<file path="config.mk">
export PLATFORM = sky130hd
export DESIGN_NAME = tdm_demux_1to8_flat
export DESIGN_NICKNAME = d
export VERILOG_FILES = /design/src/rtl/tdm_demux_1to8_if.sv /design/src/rtl/tdm_demux_1to8.sv /design/src/flat_wrapper.sv
export SDC_FILE = /design/constraint.sdc
export NUM_CORES = 1
export LEC_CHECK = 0
export ABC_AREA = 1
export BUFFER_PORTS_ARGS = -buffer_cell sky130_fd_sc_hd__buf_4
export CAP_MARGIN = 10
export CELL_PAD_IN_SITES_DETAIL_PLACEMENT = 1
export CELL_PAD_IN_SITES_GLOBAL_PLACEMENT = 1
export CORE_UTILIZATION = 31
export DETAILED_ROUTE_END_ITERATION = 6
export PLACE_DENSITY_LB_ADDON = 0.1
export SKIP_CTS_REPAIR_TIMING = 1
export SLEW_MARGIN = 25
export SYNTH_ARGS = -nofsm -noshare
export SYNTH_HDL_FRONTEND = slang
export SYNTH_SLANG_ARGS = --single-unit
export TNS_END_PERCENT = 30
</file>
<file path="constraint.sdc">
create_clock -name clk -period 1.7 [get_ports clk]
set_input_delay 0.34 -clock clk [delete_from_list [all_inputs] [get_ports clk]]
set_output_delay 0.34 -clock clk [all_outputs]
set_load 0.005 [all_outputs]
</file>
<file path="src/rtl/tdm_demux_1to8_if.sv">
// Bus bundle for the 1:8 TDM demultiplexer.
// The link side uses the master modport and the demultiplexer uses the slave modport.
// Optional build macro: TDM_DEMUX_PARITY_EN adds din_par and par_err.
interface tdm_demux_1to8_if #(
    parameter int unsigned W = 1
) ();
    logic [W-1:0]   din;
    logic           din_vld;
    logic           fsync;
    logic [8*W-1:0] dout;
    logic [7:0]     lane_vld;
    logic           frame_vld;
    logic [2:0]     slot;
    logic           locked;
    logic           sync_err;
`ifdef TDM_DEMUX_PARITY_EN
    logic           din_par;
    logic           par_err;

    modport master (
        output din, din_vld, fsync, din_par,
        input  dout, lane_vld, frame_vld, slot, locked, sync_err, par_err
    );
    modport slave (
        input  din, din_vld, fsync, din_par,
        output dout, lane_vld, frame_vld, slot, locked, sync_err, par_err
    );
`else
    modport master (
        output din, din_vld, fsync,
        input  dout, lane_vld, frame_vld, slot, locked, sync_err
    );
    modport slave (
        input  din, din_vld, fsync,
        output dout, lane_vld, frame_vld, slot, locked, sync_err
    );
`endif
endinterface

</file>
<file path="src/rtl/tdm_demux_1to8.sv">
// 1:8 time-division demultiplexer: steers each accepted slot beat into one of eight
// registered lanes, tracks frame alignment (HUNT/TRACK) and flags complete frames.
// Optional build macro: TDM_DEMUX_PARITY_EN (even parity per beat, par_err output,
// bad beats advance the slot but are not written and kill their frame's frame_vld).
module tdm_demux_1to8 #(
    parameter int unsigned W = 1
) (
    input logic             clk,
    input logic             rst,
    tdm_demux_1to8_if.slave bus
);
    typedef enum logic {StHunt, StTrack} state_e;

    state_e         state_q, state_d;
    logic [2:0]     slot_q, slot_d;
    logic [8*W-1:0] dout_q;
    logic [7:0]     lane_vld_q;
    logic           frame_vld_q;
    logic           sync_err_q, sync_err_d;
    logic           wr_en;
    logic [2:0]     wr_lane;
    logic           beat_ok;

`ifdef TDM_DEMUX_PARITY_EN
    logic           par_err_q;
    logic           frame_bad_q;

    // Even parity: XOR over data and parity bit must be zero.
    assign beat_ok     = ~^{bus.din, bus.din_par};
    assign bus.par_err = par_err_q;
`else
    assign beat_ok = 1'b1;
`endif

    // Alignment decisions for the current beat; a lane-0 write always opens a new frame.
    always_comb begin
        state_d    = state_q;
        slot_d     = slot_q;
        sync_err_d = 1'b0;
        wr_en      = 1'b0;
        wr_lane    = slot_q;
        if (bus.din_vld) begin
            unique case (state_q)
                StHunt: begin
                    if (bus.fsync) begin
                        wr_en   = 1'b1;
                        wr_lane = 3'd0;
                        slot_d  = 3'd1;
                        state_d = StTrack;
                    end
                end
                StTrack: begin
                    if (bus.fsync) begin
                        // Early sync resynchronises onto this beat as slot 0.
                        wr_en      = 1'b1;
                        wr_lane    = 3'd0;
                        slot_d     = 3'd1;
                        sync_err_d = (slot_q != 3'd0);
                    end else if (slot_q == 3'd0) begin
                        // Missing sync: drop the beat and go hunting again.
                        sync_err_d = 1'b1;
                        slot_d     = 3'd0;
                        state_d    = StHunt;
                    end else begin
                        wr_en   = 1'b1;
                        wr_lane = slot_q;
                        slot_d  = slot_q + 3'd1;
                    end
                end
                default: state_d = StHunt;
            endcase
        end
    end

    // State, lane registers and one-cycle status pulses.
    always_ff @(posedge clk) begin
        if (rst) begin
            state_q     <= StHunt;
            slot_q      <= 3'd0;
            dout_q      <= '0;
            lane_vld_q  <= 8'd0;
            frame_vld_q <= 1'b0;
            sync_err_q  <= 1'b0;
`ifdef TDM_DEMUX_PARITY_EN
            par_err_q   <= 1'b0;
            frame_bad_q <= 1'b0;
`endif
        end else begin
            state_q     <= state_d;
            slot_q      <= slot_d;
            sync_err_q  <= sync_err_d;
            lane_vld_q  <= 8'd0;
            for (int k = 0; k < 8; k++) begin
                if (wr_en && beat_ok && (wr_lane == 3'(k))) begin
                    dout_q[k*W +: W] <= bus.din;
                    lane_vld_q[k]    <= 1'b1;
                end
            end
`ifdef TDM_DEMUX_PARITY_EN
            par_err_q   <= bus.din_vld && !beat_ok;
            frame_vld_q <= wr_en && (wr_lane == 3'd7) && beat_ok && !frame_bad_q;
            if (wr_en) begin
                frame_bad_q <= (wr_lane == 3'd0) ? !beat_ok : (frame_bad_q || !beat_ok);
            end
`else
            frame_vld_q <= wr_en && (wr_lane == 3'd7);
`endif
        end
    end

    assign bus.dout      = dout_q;
    assign bus.lane_vld  = lane_vld_q;
    assign bus.frame_vld = frame_vld_q;
    assign bus.slot      = slot_q;
    assign bus.locked    = (state_q == StTrack);
    assign bus.sync_err  = sync_err_q;
endmodule

</file>
<file path="src/flat_wrapper.sv">
// flat-port wrapper written by rule: the top's interface ports become plain ports
module tdm_demux_1to8_flat 
#(
    parameter int unsigned W = 1
)
  (clk, rst, bus_din, bus_din_vld, bus_fsync, bus_dout, bus_lane_vld, bus_frame_vld, bus_slot, bus_locked, bus_sync_err);
  tdm_demux_1to8_if #(.W(W)) bus_i ();
  input logic clk;
  input logic rst;
  input wire logic [$bits(bus_i.din)-1:0] bus_din;
  input wire logic [$bits(bus_i.din_vld)-1:0] bus_din_vld;
  input wire logic [$bits(bus_i.fsync)-1:0] bus_fsync;
  output wire logic [$bits(bus_i.dout)-1:0] bus_dout;
  output wire logic [$bits(bus_i.lane_vld)-1:0] bus_lane_vld;
  output wire logic [$bits(bus_i.frame_vld)-1:0] bus_frame_vld;
  output wire logic [$bits(bus_i.slot)-1:0] bus_slot;
  output wire logic [$bits(bus_i.locked)-1:0] bus_locked;
  output wire logic [$bits(bus_i.sync_err)-1:0] bus_sync_err;
  assign bus_i.din = bus_din;
  assign bus_i.din_vld = bus_din_vld;
  assign bus_i.fsync = bus_fsync;
  assign bus_dout = bus_i.dout;
  assign bus_lane_vld = bus_i.lane_vld;
  assign bus_frame_vld = bus_i.frame_vld;
  assign bus_slot = bus_i.slot;
  assign bus_locked = bus_i.locked;
  assign bus_sync_err = bus_i.sync_err;
  tdm_demux_1to8 #(.W(W)) u_core (.clk(clk), .rst(rst), .bus(bus_i));
endmodule
</file>
# ---- Word-level counts from Yosys, hierarchy flattened
# Cells that the tools add are included.
dict set report word_totals {
  input_bits 5
  regBits 22
  out_inout_bits 22
  word_cells 58
}
dict set report classes {
  add_sub_neg 1
  reduce_logical 13
  n_eq_ne 8
  n_bitwise 2
  muxes 21
}
# operator count
set ops {}
lappend ops {{$mux W3} 5}
lappend ops {{$mux W1} 14}
lappend ops {{$eq A3 B3 Y1 const B} 4}
lappend ops {{$logic_and A1 B1 Y1} 8}
lappend ops {{$eq A3 B2 Y1 const B} 2}
lappend ops {{$logic_not A3 Y1} 2}
lappend ops {{$pmux W3 S2} 1}
lappend ops {{$add A3 B1 Y3 const B} 1}
lappend ops {{$eq A3 B1 Y1 const B} 1}
lappend ops {{$reduce_bool A3 Y1} 1}
lappend ops {{$reduce_or A3 Y1} 1}
lappend ops {{$ne A2 B2 Y1 const B} 1}
lappend ops {{$not A1 Y1} 2}
lappend ops {{$pmux W1 S2} 1}
lappend ops {{$reduce_and A2 Y1} 1}

# ---- Logic depth before layout (Yosys ltp)
dict set report depth {
  depth_word 7
  depth_mapped 12
}

# ---- Worst setup path after synthesis
# Ideal clock, no wire load.
dict set report synth_path {
  kind {reg2reg}
  from {reg u_core.slot_q[0] (netlist: u_core.bus.slot[0])}
  to {reg u_core.dout_q[2] (netlist: u_core.bus.dout[2])}
  path_stages_with_launch 13
  path_slack_ns 0.017
  setup_ns 0.113
  n_path_buf 1
  period_less_slack_ns 1.683
  arrival_time_ns 1.571
  path_cell_list {dfxtp_1 inv_1 ha_1 nand2_1 inv_1 ha_1 nand2_1 nand2_4 buf_6 nor2_4 nand2_1 nand2_1 nor2_1}
}
dict set report synth_via {
  elab_chain_len 6
}
# element line
set synth_lines {}
lappend synth_lines {{start: declaration} tdm_demux_1to8.sv:15} ;# logic [2:0] slot_q, slot_d;
lappend synth_lines {{start signal: assignment} tdm_demux_1to8.sv:90} ;# slot_q <= slot_d;
lappend synth_lines {{$logic_not A3 Y1} tdm_demux_1to8.sv:59} ;# end else if (slot_q == 3'd0) begin
lappend synth_lines {{$mux W1} tdm_demux_1to8.sv:59}
lappend synth_lines {{$mux W1} tdm_demux_1to8.sv:53} ;# if (bus.fsync) begin
lappend synth_lines {{$pmux W1 S2} tdm_demux_1to8.sv:43} ;# unique case (state_q)
lappend synth_lines {{$mux W1} tdm_demux_1to8.sv:42} ;# if (bus.din_vld) begin
lappend synth_lines {{$logic_and A1 B1 Y1 (*)} tdm_demux_1to8.sv:94} ;# if (wr_en && beat_ok && (wr_lane == 3'(k))) begin
lappend synth_lines {{end signal: indexed assignment} tdm_demux_1to8.sv:95} ;# dout_q[k*W +: W] <= bus.din;
lappend synth_lines {{end: declaration} tdm_demux_1to8.sv:16} ;# logic [8*W-1:0] dout_q;
# Every way passes the cells marked *; elsewhere a longest branch is shown, timed or not.
# A chain may end at the register's enable or synchronous reset.

# ---- Final worst setup path
dict set report layout_path {
  from {reg u_core.slot_q[1] (netlist: u_core.bus.slot[1])}
  to {reg u_core.dout_q[7] (netlist: u_core.bus.dout[7])}
}
# Same word-level chain as after synthesis.

==> flow_summary.json <==
{
  "grt_pass1_wl_um": 3750,
  "placed_area_um2": 1110,
  "io_buffers": 26,
  "synthTopCellsByArea": "dfxtp_1 47%, nand2_1 12%, nor2_1 10%",
  "netlist_instances": 117,
  "hpwl_um": 1650,
  "ioPinCount": 27,
  "path_class": "reg -> reg",
  "power_frac_seq_pct": 57.9,
  "hp-class": "in -> reg",
  "netSwitchingFraction_pct": 28.0,
  "n_fill_cell": 352,
  "antenna_cells": 0,
  "synth_top_area_share_pct": 47.4,
  "cts_tree": "built",
  "overflow": 0,
  "routed_via_density": 4.99,
  "final_cells": 179,
  "clock_path_buffers": 2,
  "fin_area_um2": 1170,
  "rsz0062_at_grt": "no",
  "grt_max_degree": 18,
  "drv_slew": 0,
  "reg2reg_slack_ns": 0.13,
  "synthTopCellsByCount": "28 x nand2_1, 24 x nor2_1, 21 x dfxtp_1, 9 x nor3_1, 8 x inv_1",
  "netlist_area_um2": 887,
  "h-tree-depth": 1,
  "drc_errors": 0,
  "grt_pass1_vias": 879,
  "avgSynthCellArea_um2": 7.58,
  "power.share.clock_pct": 29.2,
  "dr_total_vias": 894,
  "synth-seq-cells": 21,
  "synth_most_common_cell": "nand2_1",
  "regArea_um2": 422,
  "post-route-min-period_ns": 1.57,
  "critPathCaptureType": "register",
  "grt_util_all_layers_pct": 15.3,
  "core_region_area_um2": 2730,
  "arrival_ns": 1.80,
  "finalCritPeriodShare_pct": 92.4,
  "place_inst": 173,
  "wirelength_um": 2280,
  "async_flop_share_pct": 0,
  "die_h_um": 55.5,
  "multi_input_area_um2": 425,
  "synth_edf_count": 0,
  "chipWidth_um": 55.5,
  "peakVddDrop_uv": 432,
  "setup_tns_ns": 0,
  "wl_per_cell_um": 12.7,
  "row_count": 19,
  "p_switching_uw": 245,
  "fin_ws_ns": 0.128,
  "die_area_um2": 3080,
  "cts-buffers-inserted": 3,
  "leakagePower_nw": 0.524,
  "area_growth_pct": 32.2,
  "slew_headroom_pct": 74.8,
  "postRouteAntennaNets": 0,
  "status": "finished, final reports clean",
  "cp_data_required_time_ns": 1.93,
  "antenna_found_initial": 0,
  "hold_viol_final": 0,
  "tightestPinTransition_ns": 0.377,
  "post-place-ws_ns": 0.0640,
  "setup-violations-final": 0,
  "cap_violations": 0,
  "ys.flop_type": "dfxtp_1",
  "fin_skew_ns": 0.00303,
  "gp_routability_congestion": 0.819,
  "drive_gt1_share_pct": 31.8,
  "cts_sinks": 21,
  "cts-root-buf": "clkbuf_4",
  "dr.pass1.iters": 4,
  "critPathMaxFanout": 4,
  "critPathLaunchType": "register",
  "yosysSeqAreaShare_pct": 47.4,
  "internal_power_uw": 632,
  "final_net_count": 157,
  "clk_pin_slew_worst_paths_ns": 0.13,
  "clk_latency_ns": 0.31,
  "dr.first_iter.drc_count": 21,
  "total_power_uw": 877,
  "start_util_pct": 32.4,
  "max_freq_ghz": 0.636,
  "p_per_area_nw_per_um2": 748,
  "yosys.area.top_type": "dfxtp_1",
  "yosysWarnings": 0,
  "synth_cell_types": 19,
  "syn-num-nets": 125,
  "p_comb_share_pct": 12.9
}
## final timing paths
path | depth (start not counted) | from | endpoint
setup / recovery | 11 | u_core.bus.slot[1] | u_core.bus.dout[7]
hold / removal | 2 | rst | u_core.bus.slot[2]
setup reg to reg | 11 | u_core.bus.slot[1] | u_core.bus.dout[7]
hold reg to reg | 2 | u_core.bus.dout[2] | u_core.bus.dout[2]
## layer usage
metal	GRT usage, %	part of all wire [%]	vias to the layer above
met5	0	0	-
met4	7.86	2.4	0
met3	2.11	3.8	6
met2	26.5	51	18
met1	18.2	43	430
li1	-	-	440
## flip-flops by register name, summed over array words and instances, names as in the netlist
| register | count |
|---|---|
| u_core.bus.sync_err | 1 |
| u_core.bus.dout | 8 |
| u_core.bus.lane_vld | 8 |
| u_core.bus.locked | 1 |
| u_core.bus.slot | 3 |
## critical path, cell delays in order (launching register included)
cell and delay [ns]:
dfxtp_2 0.35, inv_1 0.07, ha_1 0.19, nand2_1 0.08, inv_1 0.05, ha_1 0.18
nand2_2 0.13, nand2_2 0.13, nor2_2 0.15, nand2_1 0.06, nand2_1 0.06, nor2_1 0.04
## power groups by stage
stage	combinational, mW	sequential [mW]	clock (mW)
CTS	0.104	0.507	0.257
floorplan	0.0585	0.521	0
global route	0.126	0.509	0.282
finish	0.113	0.507	0.256
detailed placement	0.103	0.518	0
global placement	0.0983	0.518	0
## cells in the final DEF, fill, tap and decap left out, drive strengths merged
cell    Yosys  final
a21oi       3      3
inv         8      8
clkinv      1      2
a31oi       1      1
dfxtp      21     21
ha          3      3
nor3        9      9
clkbuf      1      3
nand3       1      1
nor2       25     25
nand2      30     32
o21ai       2      2
xor2        1      1
buf         4     30
nand4       7      7
## through the flow
step / utilization [%] / hold WS (ns)
after detailed placement: 40.7 / 0.478
final: 42.9 / 0.286
after floorplan: - / 0.418
after global placement: 40.7 / 0.465
after CTS: 41.7 / 0.289
after global routing: 42.9 / 0.286
## cell type report
cell class | count | area share (%)
Clock buffer | 3 | 1.92
Clock inverter | 1 | 0.427
Inverter | 9 | 2.88
Multi-Input combinational cell | 84 | 36.3
Sequential cell | 21 | 36.0
Tap cell | 31 | 3.31
Timing Repair Buffer | 30 | 19.2
## cells by family after synthesis
family / Yosys count / share of synthesized area, %
simple gates: 72 / 35.8
flops: 21 / 47.4
buf+inv: 14 / 8.04
compound gates: 6 / 3.53
fa+ha+maj: 3 / 4.23
xor+xnor: 1 / 0.987
Note: power is estimated with default switching activity, not from simulation.
